<file path="config.mk">
export PLATFORM = sky130hd
export DESIGN_NAME = gate_bist_ctrl
export DESIGN_NICKNAME = d
export VERILOG_FILES = /design/src/rtl/gate_bist_ctrl.sv
export SDC_FILE = /design/constraint.sdc
export NUM_CORES = 1
export LEC_CHECK = 0
export CAP_MARGIN = 20
export CORE_AREA = 2 2 52 54
export CTS_CLUSTER_DIAMETER = 60
export CTS_CLUSTER_SIZE = 8
export DETAILED_ROUTE_END_ITERATION = 8
export DIE_AREA = 0 0 54 56
export PLACE_DENSITY_LB_ADDON = 0.15
export SLEW_MARGIN = 20
export SYNTH_ARGS = -nofsm -noshare
export SYNTH_HDL_FRONTEND = slang
export SYNTH_SLANG_ARGS = --single-unit
</file>
<file path="constraint.sdc">
create_clock -name clk_in -period 3.2 [get_ports clk_in]
set_input_delay 0.64 -clock clk_in [delete_from_list [all_inputs] [get_ports clk_in]]
set_output_delay 0.64 -clock clk_in [all_outputs]
set_load 0.03 [all_outputs]
</file>
<file path="src/rtl/gate_bist_ctrl.sv">
// -----------------------------------------------------------------------------
// gate_bist_ctrl
//
// Built-in self-test sequencer for the two-input basic-gate block.
//
// A start request makes the sequencer drive the gate block's a/b inputs through
// the vectors 00, 01, 10 and 11. After each vector it waits SETTLE cycles, then
// compares all seven gate results with the values it expects. It accumulates
// per-vector and per-gate failure information and reports a pass flag at the
// end of the run.
//
// Parameters
//   SETTLE       idle cycles between driving a vector and sampling (0..15)
//
// Ports
//   clk_in       clock, rising edge
//   rst_in       asynchronous active-high reset
//   start_in     run request, only honoured while idle
//   a_op, b_op   registered drive to the gate block inputs
//   *_in         the seven gate block results (not/and/nand/or/nor/xor/xnor)
//   busy_op      run in progress
//   done_op      one-cycle pulse at the end of a run
//   pass_op      last completed run had no mismatches
//   fail_vec_op  bit k set if vector {a,b}=k mismatched
//   err_mask_op  sticky per-gate mismatch mask:
//                [0] not [1] and [2] nand [3] or [4] nor [5] xor [6] xnor
// -----------------------------------------------------------------------------
module gate_bist_ctrl #(
  parameter int unsigned SETTLE = 1
) (
  input  logic       clk_in,
  input  logic       rst_in,
  input  logic       start_in,
  output logic       a_op,
  output logic       b_op,
  input  logic       not_in,
  input  logic       and_in,
  input  logic       nand_in,
  input  logic       or_in,
  input  logic       nor_in,
  input  logic       xor_in,
  input  logic       xnor_in,
  output logic       busy_op,
  output logic       done_op,
  output logic       pass_op,
  output logic [3:0] fail_vec_op,
  output logic [6:0] err_mask_op
);

  localparam logic [3:0] SETTLE_C = 4'(SETTLE);

  typedef enum logic [2:0] {
    S_IDLE,
    S_APPLY,
    S_WAIT,
    S_CHECK,
    S_DONE
  } state_t;

  state_t     state_q, state_d;
  logic [1:0] vec_q, vec_d;
  logic [3:0] cnt_q, cnt_d;
  logic       a_q, a_d;
  logic       b_q, b_d;
  logic       pass_q, pass_d;
  logic [3:0] fail_vec_q, fail_vec_d;
  logic [6:0] err_mask_q, err_mask_d;

  logic [6:0] result;
  logic [6:0] expected;
  logic [6:0] mismatch;

  assign result = {xnor_in, xor_in, nor_in, or_in, nand_in, and_in, not_in};

  // Reference values for the vector currently on the gate block inputs.
  assign expected = {~(a_q ^ b_q), a_q ^ b_q, ~(a_q | b_q), a_q | b_q,
                     ~(a_q & b_q), a_q & b_q, ~a_q};

  // Case inequality makes an X or Z result count as a mismatch in simulation;
  // synthesis reduces it to an ordinary inequality.
  always_comb begin
    for (int i = 0; i < 7; i++) begin
      mismatch[i] = (result[i] !== expected[i]);
    end
  end

  always_comb begin
    // NOTE: every next-state signal takes its current value first, so no path
    // through the case statement leaves one unassigned and infers a latch.
    state_d    = state_q;
    vec_d      = vec_q;
    cnt_d      = cnt_q;
    a_d        = a_q;
    b_d        = b_q;
    pass_d     = pass_q;
    fail_vec_d = fail_vec_q;
    err_mask_d = err_mask_q;

    unique case (state_q)
      S_IDLE: begin
        if (start_in) begin
          state_d    = S_APPLY;
          vec_d      = 2'd0;
          a_d        = 1'b0;
          b_d        = 1'b0;
          pass_d     = 1'b0;
          fail_vec_d = 4'd0;
          err_mask_d = 7'd0;
        end
      end

      S_APPLY: begin
        cnt_d   = SETTLE_C;
        state_d = (SETTLE_C != 4'd0) ? S_WAIT : S_CHECK;
      end

      // The counter holds the number of WAIT cycles still to spend, including
      // the current one, so leaving at 1 gives exactly SETTLE cycles.
      S_WAIT: begin
        cnt_d = cnt_q - 4'd1;
        if (cnt_q <= 4'd1) begin
          state_d = S_CHECK;
        end
      end

      S_CHECK: begin
        err_mask_d = err_mask_q | mismatch;
        if (|mismatch) begin
          fail_vec_d[vec_q] = 1'b1;
        end
        if (vec_q == 2'd3) begin
          state_d = S_DONE;
          a_d     = 1'b0;
          b_d     = 1'b0;
          pass_d  = (fail_vec_d == 4'd0);
        end else begin
          // The next vector goes out on this same edge, so APPLY already sees it.
          state_d = S_APPLY;
          vec_d   = vec_q + 2'd1;
          a_d     = vec_d[1];
          b_d     = vec_d[0];
        end
      end

      S_DONE: begin
        state_d = S_IDLE;
      end

      default: begin
        state_d = S_IDLE;
      end
    endcase
  end

  // NOTE: sequential state uses non-blocking assignments only, so every
  // register samples the pre-edge values regardless of statement order.
  always_ff @(posedge clk_in or posedge rst_in) begin
    if (rst_in) begin
      state_q    <= S_IDLE;
      vec_q      <= 2'd0;
      cnt_q      <= 4'd0;
      a_q        <= 1'b0;
      b_q        <= 1'b0;
      pass_q     <= 1'b0;
      fail_vec_q <= 4'd0;
      err_mask_q <= 7'd0;
    end else begin
      state_q    <= state_d;
      vec_q      <= vec_d;
      cnt_q      <= cnt_d;
      a_q        <= a_d;
      b_q        <= b_d;
      pass_q     <= pass_d;
      fail_vec_q <= fail_vec_d;
      err_mask_q <= err_mask_d;
    end
  end

  assign a_op        = a_q;
  assign b_op        = b_q;
  assign busy_op     = (state_q == S_APPLY) || (state_q == S_WAIT) ||
                       (state_q == S_CHECK);
  assign done_op     = (state_q == S_DONE);
  assign pass_op     = pass_q;
  assign fail_vec_op = fail_vec_q;
  assign err_mask_op = err_mask_q;

endmodule

</file>
# Word-level counts from Yosys, hierarchy flattened
# Index checks and enable logic that the tools add are counted.
dict set report word_totals {
  reg_bits 23
}
dict set report op_classes {
  n_addsub 2
  n_lt_le_gt_ge 3
  n_eq_ne 16
  n_mux 23
  bitwise 9
  reduce_logical 12
}
# op n
set ops {}
lappend ops {{case mux 4 bit (2 select lines)} 2}
lappend ops {{case mux 7 bit (2 select lines)} 1}
lappend ops {{2-to-1 mux 4 bit} 3}
lappend ops {{case mux 3 bit (4 select lines)} 1}
lappend ops {{2-to-1 mux 3 bit} 3}
lappend ops {{!= test 2 bit (second input constant)} 4}
lappend ops {{2-to-1 mux 7 bit} 1}
lappend ops {{!== test 1 bit} 7}
lappend ops {{bitwise OR 7 bit} 1}
lappend ops {{OR reduction 7 bit} 1}
lappend ops {{equality test 3 x 2 -> 1 bit (second input constant)} 2}
lappend ops {{case mux 1 bit (2 select lines)} 3}
lappend ops {{AND reduction 3 bit} 2}
lappend ops {{2-to-1 mux 1 bit} 5}
lappend ops {{less-or-equal comparator 4 x 1 -> 1 bit (second input constant)} 1}
lappend ops {{logical NOT 4 bit} 1}
lappend ops {{2-to-1 mux 2 bit} 2}
lappend ops {{NOT 1 bit} 4}
lappend ops {{bitwise OR 4 bit} 1}
lappend ops {{case mux 2 bit (2 select lines)} 1}
lappend ops {{AND reduction 2 bit} 2}
lappend ops {{nonzero test 2 bit} 2}
lappend ops {{subtractor 4 x 1 -> 4 bit (second input constant)} 1}
lappend ops {{equality test 3 x 1 -> 1 bit (second input constant)} 1}
lappend ops {{12 further kinds} 13}

# Depth between registers and ports, before layout
dict set report depth {
  ltp_word 10
  mapped_depth 6
}

# Worst setup path after synthesis
# No wires, ideal clock.
dict set report synth_path {
  path_kind {register to register}
  startpoint {reg a_q (netlist: a_op)}
  endpoint {reg fail_vec_q[0] (netlist: fail_vec_op[0])}
  setup_ps 122
  arrival_time_ps 1685
  t_required_ps 3078
  path_slack_ps 1393
  path_stages_with_launch 7
  period_less_slack_ps 1807
  path_cell_list {dfrtp_1 inv_1 ha_1 nand2b_1 mux2i_1 nand4b_1 a32o_1}
}
dict set report synth_via {
  elab_chain_cells 7
}
# element line_no
set synth_lines {}
lappend synth_lines {{start: declaration} 63} ;# logic a_q, a_d;
lappend synth_lines {{start signal: assignment} 162} ;# a_q <= 1'b0;
lappend synth_lines {{start signal: assignment} 171} ;# a_q <= a_d;
lappend synth_lines {{bitwise AND 1 bit, or another cell as far along} 77} ;# ~(a_q & b_q), a_q & b_q, ~a_q};
lappend synth_lines {{NOT 1 bit, on equally long branches} {77, 76}}
lappend synth_lines {{!== test 1 bit} 83} ;# mismatch[i] = (result[i] !== expected[i]);
lappend synth_lines {{OR reduction 7 bit *} 128} ;# if (|mismatch) begin
lappend synth_lines {{2-to-1 mux 4 bit *} 128}
lappend synth_lines {{2-to-1 mux 4 bit *} 99} ;# unique case (state_q)
lappend synth_lines {{case mux 4 bit (2 select lines) *} 99}
lappend synth_lines {{end signal: assignment} 174} ;# fail_vec_q <= fail_vec_d;
lappend synth_lines {{end: declaration} 66} ;# logic [3:0] fail_vec_q, fail_vec_d;
# Mark *: on every way between the ends. The rest lies on a longest branch, timed or not. The select of a mux whose other input is x is not followed.
# A chain may end at the register's enable or synchronous reset.

# Worst setup path after layout
dict set report layout_path {
  startpoint {reg state_q[0]}
  endpoint {out busy_op}
}
dict set report layout_via {
  elab_chain_cells 3
}
# element line_no
set layout_lines {}
lappend layout_lines {{start: declaration} 60} ;# state_t state_q, state_d;
lappend layout_lines {{start signal: assignment} 168} ;# state_q <= state_d;
lappend layout_lines {{equality test 3 x 1 -> 1 bit or equality test 3 x 2 -> 1 bit (tied branches)} 181} ;# assign busy_op = (state_q == S_APPLY) || (state_q == S_WAIT) ||
lappend layout_lines {{logical OR 1 bit} 181}
lappend layout_lines {{logical OR 1 bit *} 181}
lappend layout_lines {{end: declaration} 43} ;# output logic busy_op,
# Mark *: on every way between the ends. The rest lies on a longest branch, timed or not.

==> results by group <==
Logic synthesis
  – Synth unique cells: 35
  – Synthesis Warnings: 0
  – Post-Syn Instances: 126
  – Synth Register Bits: 23
  – Synth top area share: between 40% and 50%
  – Cell Area, Synth: 1240 µm²
  – Most common cell in the netlist: dfrtp_1
  – Top_reg_cell synth: dfrtp_1
  – Avg Cell Area, Syn: 9.82 µm²
  – Cell taking the most area after synthesis: dfrtp_1
  – Sequential area share after synthesis: between 40% and 50%
  – Most area-consuming cells after synthesis: dfrtp_1, ha_1, a21oi_1
  – Syn nets: 144
  – Number of synthesized flops with an enable pin: 0
  – Asr flop ratio synth: 100%
  – Synth top cells by count: dfrtp_1, nor2_1, a21oi_1, inv_1, ha_1

Floorplanning
  – Row Count: 18
  – Die height: 56 µm
  – Core area: 2430 µm²
  – Chip width: 54 µm
  – Boundary pin count: 26
  – Initial Utilization: 50.9%
  – Die ar.: 3020 µm²

Worst setup path
  – Critical path capture point type: primary output
  – Crit-path cells: nor2_1 -> nor2_1 -> clkdlybuf4s50_1
  – CP peak stage delay: 0.71 ns
  – Worst endpoint required time: between 2 and 3 ns
  – CP max FO: 14
  – WP buf/inv: 1
  – Kind of critical path: flop to primary output
  – CP max-delay cell: clkdlybuf4s50_1
  – Crit start category: flop
  – Data arrival, critical path: 1.91 ns
  – Crit path max-delay family: buffers and inverters
  – CP most frequent cell: nor2_1

Clock network
  – CTS Buffer Depth: 2
  – Clock tree root driver cell: clkbuf_4
  – CTS Buf Count: 3
  – Clock H-tree levels: 1
  – Clock slew at reported path FFs: 0.13 ns
  – CTS tree: yes
  – Hold_buf cts: 0
  – Post-CTS Setup Repair Bufs: 0
  – Clk sinks: 23
  – Clk_lat worst skew: approximately 0.32 ns
  – Post-CTS resize count: 0

Pwr
  – Power Internal: 815 µW
  – Power Density: 979 nW/µm²
  – Pleak: 0.000685 µW
  – Max VDD drop: 0.584 mV
  – Net Sw Frac: a little under half
  – Flop pwr share: 35.3%
  – P_sw: between 600 and 700 µW
  – Gate power share: between 50 and 60%
  – Clock power share: 9.5%

GRT
  – GRT overflow: 0
  – Pin count of the biggest net entering global routing: 24
  – Initial antenna violation count: 0
  – GRT Util Overall: 18.5%
  – First-pass GRT wire length: between 4000 and 5000 µm
  – Vias in the first global route: 973

Finish
  – Post-route non-filler standard cell count: ~180
  – Multi-input logic area: approximately 600 µm²
  – Synth-to-layout area growth: 23.6%
  – Fin nets: 170
  – Sequential cell area: 576 µm²
  – Number of diodes: 0
  – Fillcell total: 207
  – Share of layout cells above drive strength 1: 5.30%

Route
  – Final wirelength: 2550 µm
  – Starting DRT DRC Count: 19
  – Via count: between 900 and 1000
  – Vias per Instance: 5.48
  – Post-route DRC: 0
  – WL/cell: 14.1 µm
  – Antenna-violating nets left: 0
  – Drt pass-1 iters: 4

Run status
  – Status: completed

Place
  – Placed cell count: 177
  – # port buffers: 25
  – Dpl hpwl: 1890 µm
  – RD Place Congestion: 0.704

Timing
  – Slew HR: 41.3%
  – Unrepaired setup endpoints after global routing: false
  – FMAX: 0.392 GHz
  – Worst slew pin tran: 0.879 ns
  – Clock skew: 0.00288 ns
  – Setup TNS: 0 ns
  – Max-slew violation count: 0
  – Final number of setup-violating endpoints: 0
  – Final period utilization: 79.8%
  – Final hold vios: 0
  – Fin crit period: 2.55 ns
  – Hold slack: roughly 0.52 ns

Worst hold path
  – Tightest Hold Check Type: flop to flop

Flow run
  – Max cap viols: 0
## metrics by stage
stage	total power, µW	utilization, %	worst slack, ns	cell area [µm²]
after floorplan	1100	-	1.39	1240
after global placement	1340	61.7	1.03	1500
after detailed placement	1360	61.7	1.03	1500
after CTS	1510	62.9	0.645	1530
after global routing	1610	62.9	0.561	1530
final	1500	62.9	0.647	1530
## worst paths after layout
path                       cells past startpoint        endpoint      startpoint  slack (ns)
max                                            3         busy_op      state_q[0]        0.65
min                                            2  err_mask_op[4]  err_mask_op[4]        0.52
max reg2reg                                    6  fail_vec_op[2]            a_op        1.32
min reg2reg                                    2  err_mask_op[4]  err_mask_op[4]        0.52
max in group asynchronous                      2  err_mask_op[3]          rst_in        1.87
min in group asynchronous                      2  err_mask_op[5]          rst_in        0.80
## power groups by stage
stage | clock, µW | sequential [µW] | combinational (µW)
5_1_grt | 154 | 546 | 905
4_1_cts | 146 | 528 | 836
2_1_floorplan | 0 | 628 | 472
6_report | 142 | 528 | 827
3_5_place_dp | 0 | 532 | 832
3_3_place_gp | 0 | 528 | 810
## registers in the layout (all words and copies together) (netlist names)
name         cells
a_op             1
b_op             1
cnt_q            4
err_mask_op      7
fail_vec_op      4
pass_op          1
state_q          3
vec_q            2
## cell families (layout without fill, tap and decap cells)
family	count (synthesis)	after routing	synth area share [%]
xor gates and xnor gates	6	6	4.25
buffers and inverters	14	39	4.95
muxes	2	2	1.62
DFF	23	23	46.5
adders and majority gates	8	8	8.09
AOI/OAI and AO/OA	33	33	16.9
and+or+nand+nor	40	40	17.7
## cell usage in the layout, fill, tap and decap left out, types with 2 or more instances in the layout
master	netlist	routed
clkdlybuf4s50_1	0	25
dfrtp_1	23	23
nor2_1	14	14
a21oi_1	12	12
inv_1	10	10
ha_1	8	8
nand2b_1	5	5
nand2_1	5	5
o21ai_0	5	5
o22ai_1	4	4
xor2_1	3	3
xnor2_1	3	3
nor4_1	3	3
a32o_1	3	3
clkbuf_4	0	3
a31oi_1	2	2
and2_1	2	2
mux2i_1	2	2
nand3_1	2	2
nor3_1	2	2
## layer usage
layer	up-vias	part of all wire, %	GRT usage (%)
met5	-	0	0
met4	0	1.3	5.36
met3	4	3.5	3.23
met2	19	49	31.9
met1	481	46	23.0
li1	488	-	-
## cell type report
type,instances,share of cell area [%]
multi-input combinational,89,39.3
sequential,23,37.6
timing repair buffer,25,16.4
inverter,10,2.45
tap,30,2.45
clock buffer,3,1.47
clock inverter,1,0.327
## worst reg2reg max path: cells and delay by family (launching register included)
family          cells  cell delay [ns]
mux                 1             0.16
compound gates      1             0.34
fa+ha+maj           1             0.33
buf+inv             1             0.07
flops               1             0.45
simple gates        2             0.43
Note: power is estimated with default switching activity, not from simulation.
==> edit: new RTL, config.mk and constraints unchanged <==
Re-encode `state_t` (5 states) as one-hot, 5 bits wide.
--- a/src/rtl/gate_bist_ctrl.sv
+++ b/src/rtl/gate_bist_ctrl.sv
@@ -49,12 +49,12 @@
 
   localparam logic [3:0] SETTLE_C = 4'(SETTLE);
 
-  typedef enum logic [2:0] {
-    S_IDLE,
-    S_APPLY,
-    S_WAIT,
-    S_CHECK,
-    S_DONE
+  typedef enum logic [4:0] {
+    S_IDLE  = 5'b00001,
+    S_APPLY = 5'b00010,
+    S_WAIT  = 5'b00100,
+    S_CHECK = 5'b01000,
+    S_DONE  = 5'b10000
   } state_t;
 
   state_t     state_q, state_d;
Behaviour: same outputs for any inputs over 10 cycles, from zero or initial values and one cycle with rst_in high; not proved beyond that.
==> edit against the original RTL <==
Hold slack worse by 17 ps; utilization rose by 4.0 points; clock skew about the same; final area grew 6.4%; sequential cell count increased by 2; largest power group unchanged; routed wire length rose by 3.3%; total power shrank 8.2%; synthesized area increased by 7.9%; worst setup slack got worse by 240 ps; synthesized cell count up 6.3%; die area unchanged.
==> edit: results (changes against the original RTL) <==
Setup slack, reg-to-reg: 1410 ps (was 1320 ps)
Pin count of the biggest net entering global routing: 26 (was 24)
Hold Startpoint: err_mask_op[0] (was err_mask_op[4])
CP max FO: 9 (was 14)
Met2 Usage GRT: 0.3136 (was 0.3188)
Worst Hold Path EP: err_mask_op[0] (was err_mask_op[4])
Worst vdd ir: 565.8 uV (was 584.5 uV)
Slew margin rel.: 0.3779 (was 0.4134)
Global-route wire length before repair: 4.416 mm (was 4.195 mm)
Status: completed (unchanged)
Detailed Route Iter0 Violations: 25 (was 19)
Vias in the first global route: 1,027 (was 973)
Met2 WL: 1.298 mm (was 1.254 mm)
M3 GR Usage: 0.02419 (was 0.03226)
Mapped Nets: 152 (was 144)
Largest cells by area after synthesis: dfrtp_1 (45%), ha_1 (7.5%), a21oi_1 (3.4%) (was dfrtp_1 (47%), ha_1 (8.1%), a21oi_1 (4.9%))
Via count: 1,075 (was 992)
Reg2reg end: fail_vec_op[1] (was fail_vec_op[2])
Layout Nets: 180 (was 170)
Min-Delay Path Depth: 1 (was 2)
Skew final: 2.914 ps (was 2.882 ps)
CP arrival: 2150 ps (was 1910 ps)
Met3 WL post-DR: 127 um (was 90 um)
Final Wtd Congestion: 0.8181 (was 0.7041)
Worst Hold Slack: 503.5 ps (was 520.3 ps)
Final HPWL DP: 2.027 mm (was 1.893 mm)
Wire length on met1: 1.193 mm (was 1.174 mm)
-- edit: worst max-delay path, stage by stage, from the launching register on --
cell,delay [ps]
dfrtp_1,490
and2b_1,220
o21ai_0,410
nand2_1,120
clkdlybuf4s50_1,610
-- edit: logic make-up after synthesis --
logic type                 share of synthesized area
muxes                                       0.007498
xor gates and xnor gates                     0.03936
DFF                                           0.4695
buffers and inverters                        0.03655
AOI/OAI and AO/OA                             0.1556
adders and majority gates                    0.07498
and+or+nand+nor                               0.2165
-- edit: how the worst max path moves through the flow --
stage                from      end  slack [ps]  depth (start not counted)
2_1_floorplan  state_q[2]  done_op        1010                          2
3_3_place_gp   state_q[1]  busy_op         850                          4
3_5_place_dp   state_q[1]  busy_op         780                          4
4_1_cts        state_q[1]  busy_op         390                          4
5_1_grt        state_q[1]  busy_op         190                          4
6_report       state_q[1]  busy_op         410                          4
-- edit: final cells by class --
| type | instances | area, um^2 |
|---|---|---|
| timing repair buffer | 25 | 250.2 |
| multi-input combinational | 100 | 659.4 |
| clock buffer | 4 | 26.28 |
| tap | 30 | 37.54 |
| fill | 204 | 805.8 |
| sequential | 25 | 626.9 |
| inverter | 7 | 26.28 |
-- edit: power breakdown --
part           internal, W  total, W  switching [W]
clock network    0.0000486  0.000136      0.0000876
registers         0.000423  0.000517      0.0000944
logic             0.000308  0.000720       0.000412
-- edit: through the flow --
step | instances | setup WS [ps] | instance area, um^2 | util
6_report | 191 | 407.7 | 1627 | 0.6687
5_1_grt | 191 | 194.3 | 1627 | 0.6687
4_1_cts | 191 | 394.0 | 1627 | 0.6687
3_5_place_dp | 187 | 784.2 | 1600 | 0.6579
3_3_place_gp | 187 | 846.7 | 1600 | 0.6579
2_1_floorplan | 134 | 1015 | 1335 | -
